==> src/rtl/requant_sched.sv <==
// -----------------------------------------------------------------------------
// requant_sched
//
// Shared requantization scheduler. Two accumulator-drain requesters compete
// round-robin for one requant datapath. The winning item captures its
// per-channel multiplier/shift/offset from a small writable table. It then
// steps through a high-multiply (MUL) and a shift-plus-offset with int8
// clamp (SHIFT). The result is held in DONE until the consumer takes it.
//
// Ports
//   clk, reset            clock, synchronous active-high reset
//   cfg_wr/sel/addr/data  parameter-table write port
//                         sel: 0 mult, 1 shift, 2 offset, 3 no write
//   reqN_valid/ready      requester handshake; ready is combinational
//   reqN_acc, reqN_ch     signed int32 accumulator and its channel index
//   out_valid/ready       result handshake
//   out_data, out_src     signed int8 result and the winning requester ID
//   busy                  high whenever the scheduler is not IDLE
// -----------------------------------------------------------------------------
module requant_sched #(
    parameter int NUM_CH  = 16,
    parameter int CH_W    = 4,
    parameter int ACT_MIN = -128,
    parameter int ACT_MAX = 127
) (
    input  logic            clk,
    input  logic            reset,
    input  logic            cfg_wr,
    input  logic [1:0]      cfg_sel,
    input  logic [CH_W-1:0] cfg_addr,
    input  logic [31:0]     cfg_data,
    input  logic            req0_valid,
    output logic            req0_ready,
    input  logic [31:0]     req0_acc,
    input  logic [CH_W-1:0] req0_ch,
    input  logic            req1_valid,
    output logic            req1_ready,
    input  logic [31:0]     req1_acc,
    input  logic [CH_W-1:0] req1_ch,
    output logic            out_valid,
    input  logic            out_ready,
    output logic [7:0]      out_data,
    output logic            out_src,
    output logic            busy
);

    typedef enum logic [1:0] {IDLE, MUL, SHIFT, DONE} state_t;

    state_t state_reg, state_next;

    // Parameter table. Kept in registers because reset must clear it and an
    // accept must see the current contents in the same cycle.
    logic [31:0] mult_tbl  [NUM_CH];
    logic [4:0]  shift_tbl [NUM_CH];
    logic [31:0] off_tbl   [NUM_CH];

    logic [NUM_CH-1:0] wr_mult, wr_shift, wr_off;

    // Per-entry write decode. Addresses beyond the table match no entry, so
    // such writes fall away naturally.
    genvar gi;
    generate
        for (gi = 0; gi < NUM_CH; gi++) begin : g_wr_dec
            assign wr_mult[gi]  = cfg_wr && (cfg_sel == 2'd0) && (cfg_addr == CH_W'(gi));
            assign wr_shift[gi] = cfg_wr && (cfg_sel == 2'd1) && (cfg_addr == CH_W'(gi));
            assign wr_off[gi]   = cfg_wr && (cfg_sel == 2'd2) && (cfg_addr == CH_W'(gi));
        end
    endgenerate

    always_ff @(posedge clk) begin
        if (reset) begin
            for (int i = 0; i < NUM_CH; i++) begin
                mult_tbl[i]  <= '0;
                shift_tbl[i] <= '0;
                off_tbl[i]   <= '0;
            end
        end else begin
            for (int i = 0; i < NUM_CH; i++) begin
                if (wr_mult[i])  mult_tbl[i]  <= cfg_data;
                if (wr_shift[i]) shift_tbl[i] <= cfg_data[4:0];
                if (wr_off[i])   off_tbl[i]   <= cfg_data;
            end
        end
    end

    // Captured item and datapath registers
    logic        [31:0] acc_reg;
    logic signed [31:0] mult_reg;
    logic        [4:0]  shift_reg;
    logic signed [31:0] off_reg;
    logic signed [31:0] hi_reg;
    logic               src_reg;
    logic               last_grant_reg;
    logic               out_valid_reg;
    logic        [7:0]  out_data_reg;
    logic               out_src_reg;

    // Grant / handshake
    logic            grant1;
    logic            accept;
    logic [CH_W-1:0] sel_ch;
    logic            sel_in_range;
    logic [31:0]     sel_mult, sel_off;
    logic [4:0]      sel_shift;

    always_comb begin
        state_next = state_reg;
        grant1     = 1'b0;
        req0_ready = 1'b0;
        req1_ready = 1'b0;
        case (state_reg)
            IDLE: begin
                // On a tie the requester that did not win last time goes
                grant1     = req1_valid && (!req0_valid || !last_grant_reg);
                req1_ready = grant1;
                req0_ready = req0_valid && !grant1;
                if (req0_valid || req1_valid) state_next = MUL;
            end
            MUL:   state_next = SHIFT;
            SHIFT: state_next = DONE;
            DONE:  if (out_ready) state_next = IDLE;
            default: state_next = IDLE;
        endcase
    end

    assign accept = (req0_valid && req0_ready) || (req1_valid && req1_ready);

    // Table read for the granted channel; out-of-range channels read as zero
    assign sel_ch       = grant1 ? req1_ch : req0_ch;
    assign sel_in_range = (32'(sel_ch) < NUM_CH);
    assign sel_mult     = sel_in_range ? mult_tbl[sel_ch]  : '0;
    assign sel_shift    = sel_in_range ? shift_tbl[sel_ch] : '0;
    assign sel_off      = sel_in_range ? off_tbl[sel_ch]   : '0;

    // High-multiply: the low 64 bits of an unsigned product of the
    // sign-extended operands equal the signed 64-bit product.
    logic [63:0] prod;
    assign prod = {{32{acc_reg[31]}}, acc_reg} * {{32{mult_reg[31]}}, mult_reg};

    // Shift, offset (wrapping add) and clamp
    logic signed [31:0] shifted, summed, clamped;
    localparam logic signed [31:0] CLAMP_LO = ACT_MIN;
    localparam logic signed [31:0] CLAMP_HI = ACT_MAX;

    always_comb begin
        shifted = hi_reg >>> shift_reg;
        summed  = shifted + off_reg;
        clamped = summed;
        if (summed < CLAMP_LO)      clamped = CLAMP_LO;
        else if (summed > CLAMP_HI) clamped = CLAMP_HI;
    end

    always_ff @(posedge clk) begin
        if (reset) state_reg <= IDLE;
        else       state_reg <= state_next;
    end

    always_ff @(posedge clk) begin
        if (reset) begin
            acc_reg        <= '0;
            mult_reg       <= '0;
            shift_reg      <= '0;
            off_reg        <= '0;
            hi_reg         <= '0;
            src_reg        <= 1'b0;
            last_grant_reg <= 1'b1;
            out_valid_reg  <= 1'b0;
            out_data_reg   <= '0;
            out_src_reg    <= 1'b0;
        end else begin
            case (state_reg)
                IDLE: begin
                    if (accept) begin
                        acc_reg        <= grant1 ? req1_acc : req0_acc;
                        src_reg        <= grant1;
                        mult_reg       <= sel_mult;
                        shift_reg      <= sel_shift;
                        off_reg        <= sel_off;
                        last_grant_reg <= grant1;
                    end
                end
                MUL: hi_reg <= prod[62:31];
                SHIFT: begin
                    out_data_reg  <= clamped[7:0];
                    out_src_reg   <= src_reg;
                    out_valid_reg <= 1'b1;
                end
                DONE: begin
                    if (out_ready) out_valid_reg <= 1'b0;
                end
                default: ;
            endcase
        end
    end

    assign out_valid = out_valid_reg;
    assign out_data  = out_data_reg;
    assign out_src   = out_src_reg;
    assign busy      = (state_reg != IDLE);

endmodule

==> config.mk <==
export PLATFORM = sky130hd
export DESIGN_NAME = requant_sched
export DESIGN_NICKNAME = d
export VERILOG_FILES = /design/src/rtl/requant_sched.sv
export SDC_FILE = /design/constraint.sdc
export NUM_CORES = 2
export LEC_CHECK = 0
export BUFFER_PORTS_ARGS = -buffer_cell sky130_fd_sc_hd__buf_2
export CAP_MARGIN = 20
export CORE_MARGIN = 2
export CORE_UTILIZATION = 45
export CTS_CLUSTER_SIZE = 25
export DETAILED_ROUTE_END_ITERATION = 7
export SETUP_SLACK_MARGIN = 0.4
export SLEW_MARGIN = 0
export SYNTH_ARGS = -nofsm -noshare
export SYNTH_HDL_FRONTEND = slang
export SYNTH_SLANG_ARGS = --single-unit
==> constraint.sdc <==
create_clock -name clk -period 23.2 [get_ports clk]
set_input_delay 3.48 -clock clk [delete_from_list [all_inputs] [get_ports clk]]
set_output_delay 3.48 -clock clk [all_outputs]
set_load 0.01 [all_outputs]
Word-level counts from Yosys, hierarchy flattened
Memory sizes are Yosys's and may differ from the RTL's. A register that Yosys moved wholly into a read port is not among the register bits.
Index checks and enable logic that the tools add are counted.

operators by class
  shifts and indexed selects = 1
  $lt $le $gt $ge = 2
  mux-type cells = 205
  equality and inequality tests = 22
  reductions and logical operators = 69
  add/subtract/negate cells = 1
  $mul = 1
  bitwise operators = 48

operators by type and width
  cell                                                                   count
  32-bit two-way mux                                                     33
  1-bit two-way mux                                                      149
  5-bit two-way mux                                                      16
  32-bit by 32-bit multiplier with 63-bit output                         1
  1-bit logical AND                                                      55
  1-bit bitwise OR                                                       48
  32-bit adder                                                           1
  4-bit == test, second input constant                                   8
  32-bit by 8-bit > comparator with 1-bit output, second input constant  1
  32-bit by 8-bit < comparator with 1-bit output, second input constant  1
  32-bit by 5-bit >>> shifter with 32-bit output                         1
  4-bit by 3-bit == test with 1-bit output, second input constant        4
  8-bit two-way mux                                                      2
  4-bit by 2-bit == test with 1-bit output, second input constant        2
  2-bit case mux with 4 select lines                                     1
  2-bit == test, second input constant                                   3
  2-bit AND reduction                                                    3
  2-bit by 1-bit == test with 1-bit output, second input constant        2
  4-bit by 1-bit == test with 1-bit output, second input constant        1
  2-bit logical NOT                                                      2
  4-bit logical NOT                                                      1
  2-bit two-way mux                                                      2
  4-bit two-way mux                                                      1
  2-bit inequality test, second input constant                           2
  other kinds (4)                                                        9

storage, ports and cells
  input bits = 116
  RAM bits = 1104
  logic and storage cells = 360
  memories kept = 3
  register bits = 78
  output and inout bits = 13

memories
  name       words  width  rd ports  clocked after memory_dff  wr ports  RTL line  RTL
  mult_tbl   16     32     1         1                         16        53        logic [31:0] mult_tbl [NUM_CH];
  off_tbl    16     32     1         1                         16        55        logic [31:0] off_tbl [NUM_CH];
  shift_tbl  16     5      1         1                         16        54        logic [4:0] shift_tbl [NUM_CH];

Depth between registers and ports, before layout
  depth after elaboration = 9
  depth in mapped cells = 28
  depth with buffers taken out = 27

Worst setup path before layout
Ideal clock, no wire load.

  path kind = input to output
  start point = input port req0_valid
  end point = output port req1_ready
  data required time = 19.720 ns
  stages = 5
  data arrival time = 4.572 ns
  buffers on the path = 2
  path slack = 15.148 ns
  cell sequence = nand2_1 > nand2_1 > nor2_1 > clkbuf_1 > buf_1

between the ends
  cells in the longest elaborated chain, start to end = 4

ends and longest elaborated chain
  what               RTL line  RTL
  start, declared    32        input logic req0_valid,
  1-bit logical NOT  114       grant1 = req1_valid && (!req0_valid || !last_grant_reg);
  1-bit logical OR   114
  1-bit logical AND  114
  1-bit two-way mux  111       case (state_reg)
  end, declared      37        output logic req1_ready,

Every way passes these cells.

Worst setup path in the final report
  start point = register mult_reg[6] (read register of mult_tbl)
  end point = register hi_reg[30]

between the ends
  cells in the longest elaborated chain, start to end = 1

ends and longest elaborated chain
  what                                            RTL line  RTL
  start, declared                                 88        logic signed [31:0] mult_reg;
  32-bit by 32-bit multiplier with 63-bit output  138       assign prod = {{32{acc_reg[31]}}, acc_reg} * {{32{mult_reg[31]}}, mult_reg};
  end signal, assigned                            182       MUL: hi_reg <= prod[62:31];
  end, declared                                   91        logic signed [31:0] hi_reg;

Every way passes these cells.
A chain may end at the register's enable or synchronous reset.

==> run_results.csv <==
group,metric,value,unit
outcome,status,"finished clean",
route,viasPerCell,5.65,
timing,hold_viol,0,
global_route,grt_use_met2,42.7,%
logic_synthesis,netlist.area_leader.share,36.8,%
logic_synthesis,synthSimpleGateAreaFrac,12.8,%
setup_path,cp.required,23.87,ns
global_route,grt_max_degree,108,
logic_synthesis,yosys.cell_count.top_type,"edfxtp_1",
route,ant_nets,0,
setup_path,endpoint_kind,"flip-flop",
setup_path,cp.arrival,9.42,ns
clocking,ctsResizeCount,0,
final_layout,drive_above_1_share,11.6,%
global_route,grtUsageTotal,25.0,%
timing,worstMarginPinSlew,1.09,ns
route,vias,58500,
logic_synthesis,synth_seq_cells,1251,
setup_path,rr_endpoint,"hi_reg[30]",
clocking,clock-sinks,1251,
final_layout,final_cells,10300,
run,cap_viol_max_count,0,
floorplanning,start_util,45.2,%
global_route,grt_pass1_wl,386,mm
logic_synthesis,synth-edff-count,1104,
final_layout,nets,8978,
clocking,htreeDepth,4,
route,first_iter_violations,4960,
route,wl,249,mm
placed_design,io_buffers,128,
final_layout,fillers,17600,
logic_synthesis,yosysTopAreaCell,"edfxtp_1",
timing,setup_tns,0,ns
global_route,grt.overflow.total,0,
timing,maxSlewViolCount,0,
setup_path,r2r.worst_path.cells,25,
global_route,antenna_found_initial,3,
logic_synthesis,synth_compound_area_share,5.34,%
power_and_ir_drop,p_leak,39.8,nW
clocking,clkTransAtPathRegs,0.06,ns
logic_synthesis,synth_nets,9065,
logic_synthesis,seq_area_frac_synth,40.1,%
setup_path,worstPathMaxFanout,19,
logic_synthesis,synth.area.mux_share,7.96,%
floorplanning,num_rows,164,
logic_synthesis,synth_ff_type,"edfxtp_1",
logic_synthesis,ys_warn_count,0,
route,wl_per_cell,24.1,µm
logic_synthesis,syn_area,90100,µm²
power_and_ir_drop,ir_drop,0.118,mV
hold_path,hold_class,"flip-flop to flip-flop",
logic_synthesis,synth.avg_cell_area,11.8,µm²
timing,finalHoldWorstSlack,0.454,ns
global_route,first_global_vias,62400,
clocking,post-cts-setup-buffer-count,0,
floorplanning,die_y,451,µm
placed_design,dp_hpwl,169,mm
floorplanning,die_w,451,µm
clocking,clk_latency,0.81,ns
timing,rsz0062_at_grt,"false",
setup_path,setup.worst_path.start,"mult_reg[6]",
logic_synthesis,synthArstFlopShare,0,%
clocking,cts.hold.buffers_added,0,
clocking,cts_root_buffer,"clkbuf_16",
final_layout,reg.largest.list,"mult_tbl (512), off_tbl (512), shift_tbl (80)",
setup_path,crit_end,"hi_reg[30]",
timing,period_minus_slack,8.75,ns
global_route,gr-usage-met1,33.4,%
logic_synthesis,yosys.area_share.xor_xnor,0.486,%
timing,finClkSkew,0.0822,ns
floorplanning,ios,129,
timing,slew-limit-headroom,27.1,%
final_layout,multi_input_area,48400,µm²
final_layout,seq_area,36100,µm²
clocking,cts_buffer_depth,3,
hold_path,holdPathStages,2,
route,post-route-drc-count,0,
placed_design,dp.cells,10100,
timing,finalSetupViolations,0,
logic_synthesis,synth_top_family_by_area,"adder cells",
logic_synthesis,yosysUniqueCellTypes,96,
timing,fmax,114,MHz
floorplanning,dieArea,204000,µm²
global_route,grt_use_met3,3.32,%
clocking,cts_made_buffers,138,
timing,post-route-period-util,37.7,%
power_and_ir_drop,power_density,120,nW/µm²
logic_synthesis,ys_top_cells_by_area,"edfxtp_1 (37%), fa_1 (24%), mux4_2 (7.3%)",
setup_path,rrSetupSlack,14.45,ns
clocking,cts_tree,"yes",
placed_design,gp_congestion,0.911,
final_layout,synthToLayoutAreaGrowth,8.98,%
setup_path,reg2reg_from,"mult_reg[6]",
logic_synthesis,synth_cells,7662,
final_layout,fin_util,49.3,%
setup_path,cp-start-kind,"flip-flop",
power_and_ir_drop,fin_total_pwr,11.8,mW
route,drt_first_pass_iters,5,
logic_synthesis,synth_common_cells,"edfxtp_1 (1104), fa_1 (1073), inv_1 (995)",
global_route,grt.busiest_layer,"met2",
logic_synthesis,synthAdderAreaFrac,26.8,%
floorplanning,coreArea,199000,µm²
setup_path,worstSetupPathType,"flip-flop to flip-flop",
-- cell families (layout without fill, tap and decap cells) --
| kind of cell | count (synthesis) | after routing |
|---|---|---|
| muxes | 350 | 350 |
| buffers and inverters | 1536 | 1565 |
| DFF | 1251 | 1251 |
| and+or+nand+nor | 2499 | 2499 |
| AOI/OAI and AO/OA | 689 | 689 |
| other | 0 | 1 |
| xor gates and xnor gates | 50 | 50 |
| adders and majority gates | 1287 | 1287 |
-- per-layer routing --
metal  share of wire (%)  wire length (µm)  vias up
li1                    -                 -    25200
met3                 6.8             17100      353
met2                  50            124000     2087
met5                   0                 0        -
met4                 2.9              7350        0
met1                  40            101000    30900
-- critical path, stage by stage, from the launching register on --
cell	delay [ns]
dfxtp_1	0.88
nand2_1	0.20
inv_1	0.12
fa_1	0.41
inv_1	0.27
fa_1	0.51
inv_1	0.20
fa_1	0.45
inv_1	0.11
fa_1	0.61
inv_1	0.47
fa_1	0.53
fa_1	0.54
inv_1	0.05
fa_1	0.48
inv_1	0.05
fa_1	0.46
ha_1	0.40
a21o_1	0.21
a21oi_1	0.27
o21ai_0	0.14
a21oi_1	0.22
o2111a_1	0.31
nor3_1	0.10
or4_1	0.46
o311ai_0	0.10
-- worst min path at each step --
stage	slack (ns)	to	startpoint
2_1_floorplan	0.44	last_grant_reg	last_grant_reg
3_3_place_gp	0.45	acc_reg[2]	acc_reg[2]
3_5_place_dp	0.45	acc_reg[2]	acc_reg[2]
4_1_cts	0.46	acc_reg[2]	acc_reg[2]
5_1_grt	0.48	acc_reg[2]	acc_reg[2]
6_report	0.45	acc_reg[2]	acc_reg[2]
-- stage by stage --
stage / setup WS (ns) / instance area, µm²
CTS: 14.30 / 98100
detailed placement: 14.37 / 93600
finish: 14.45 / 98200
floorplan: 15.15 / 90100
global placement: 14.29 / 93500
global route: 13.91 / 98200
-- cell usage in the layout, fill, tap and decap left out, drive strengths merged, types with 15 or more instances in the layout --
master,count
nor3,32
fa,1073
o21a,15
mux2i,48
buf,309
o21ai,79
dfxtp,147
a21o,49
inv,1011
clkinv,46
nor2b,35
edfxtp,1104
xnor2,31
and2,583
xor2,19
clkbuf,189
ha,214
o21bai,17
a21oi,208
o211ai,15
mux4,292
nand2,803
nand4,21
a31oi,17
o221ai,33
a211oi,91
a311oi,72
nor2,839
nand3,32
nand2b,85
-- area by class of cell --
| type | instances | share of cell area (%) |
|---|---|---|
| well taps | 2656 | 3.39 |
| flip-flops and latches | 1251 | 36.8 |
| clock inverters | 69 | 0.761 |
| repair buffers | 311 | 2.16 |
| multi-input cells | 4875 | 49.3 |
| inverters | 998 | 3.82 |
| clock buffers | 187 | 3.81 |
| diodes | 1 | 0.00255 |
-- power by group --
part           switching [mW]  internal (mW)  total (mW)
registers               0.207           2.66        2.87
clock network           0.953           1.23        2.19
logic                    4.10           2.63        6.73
Note: power is estimated with default switching activity, not from simulation.
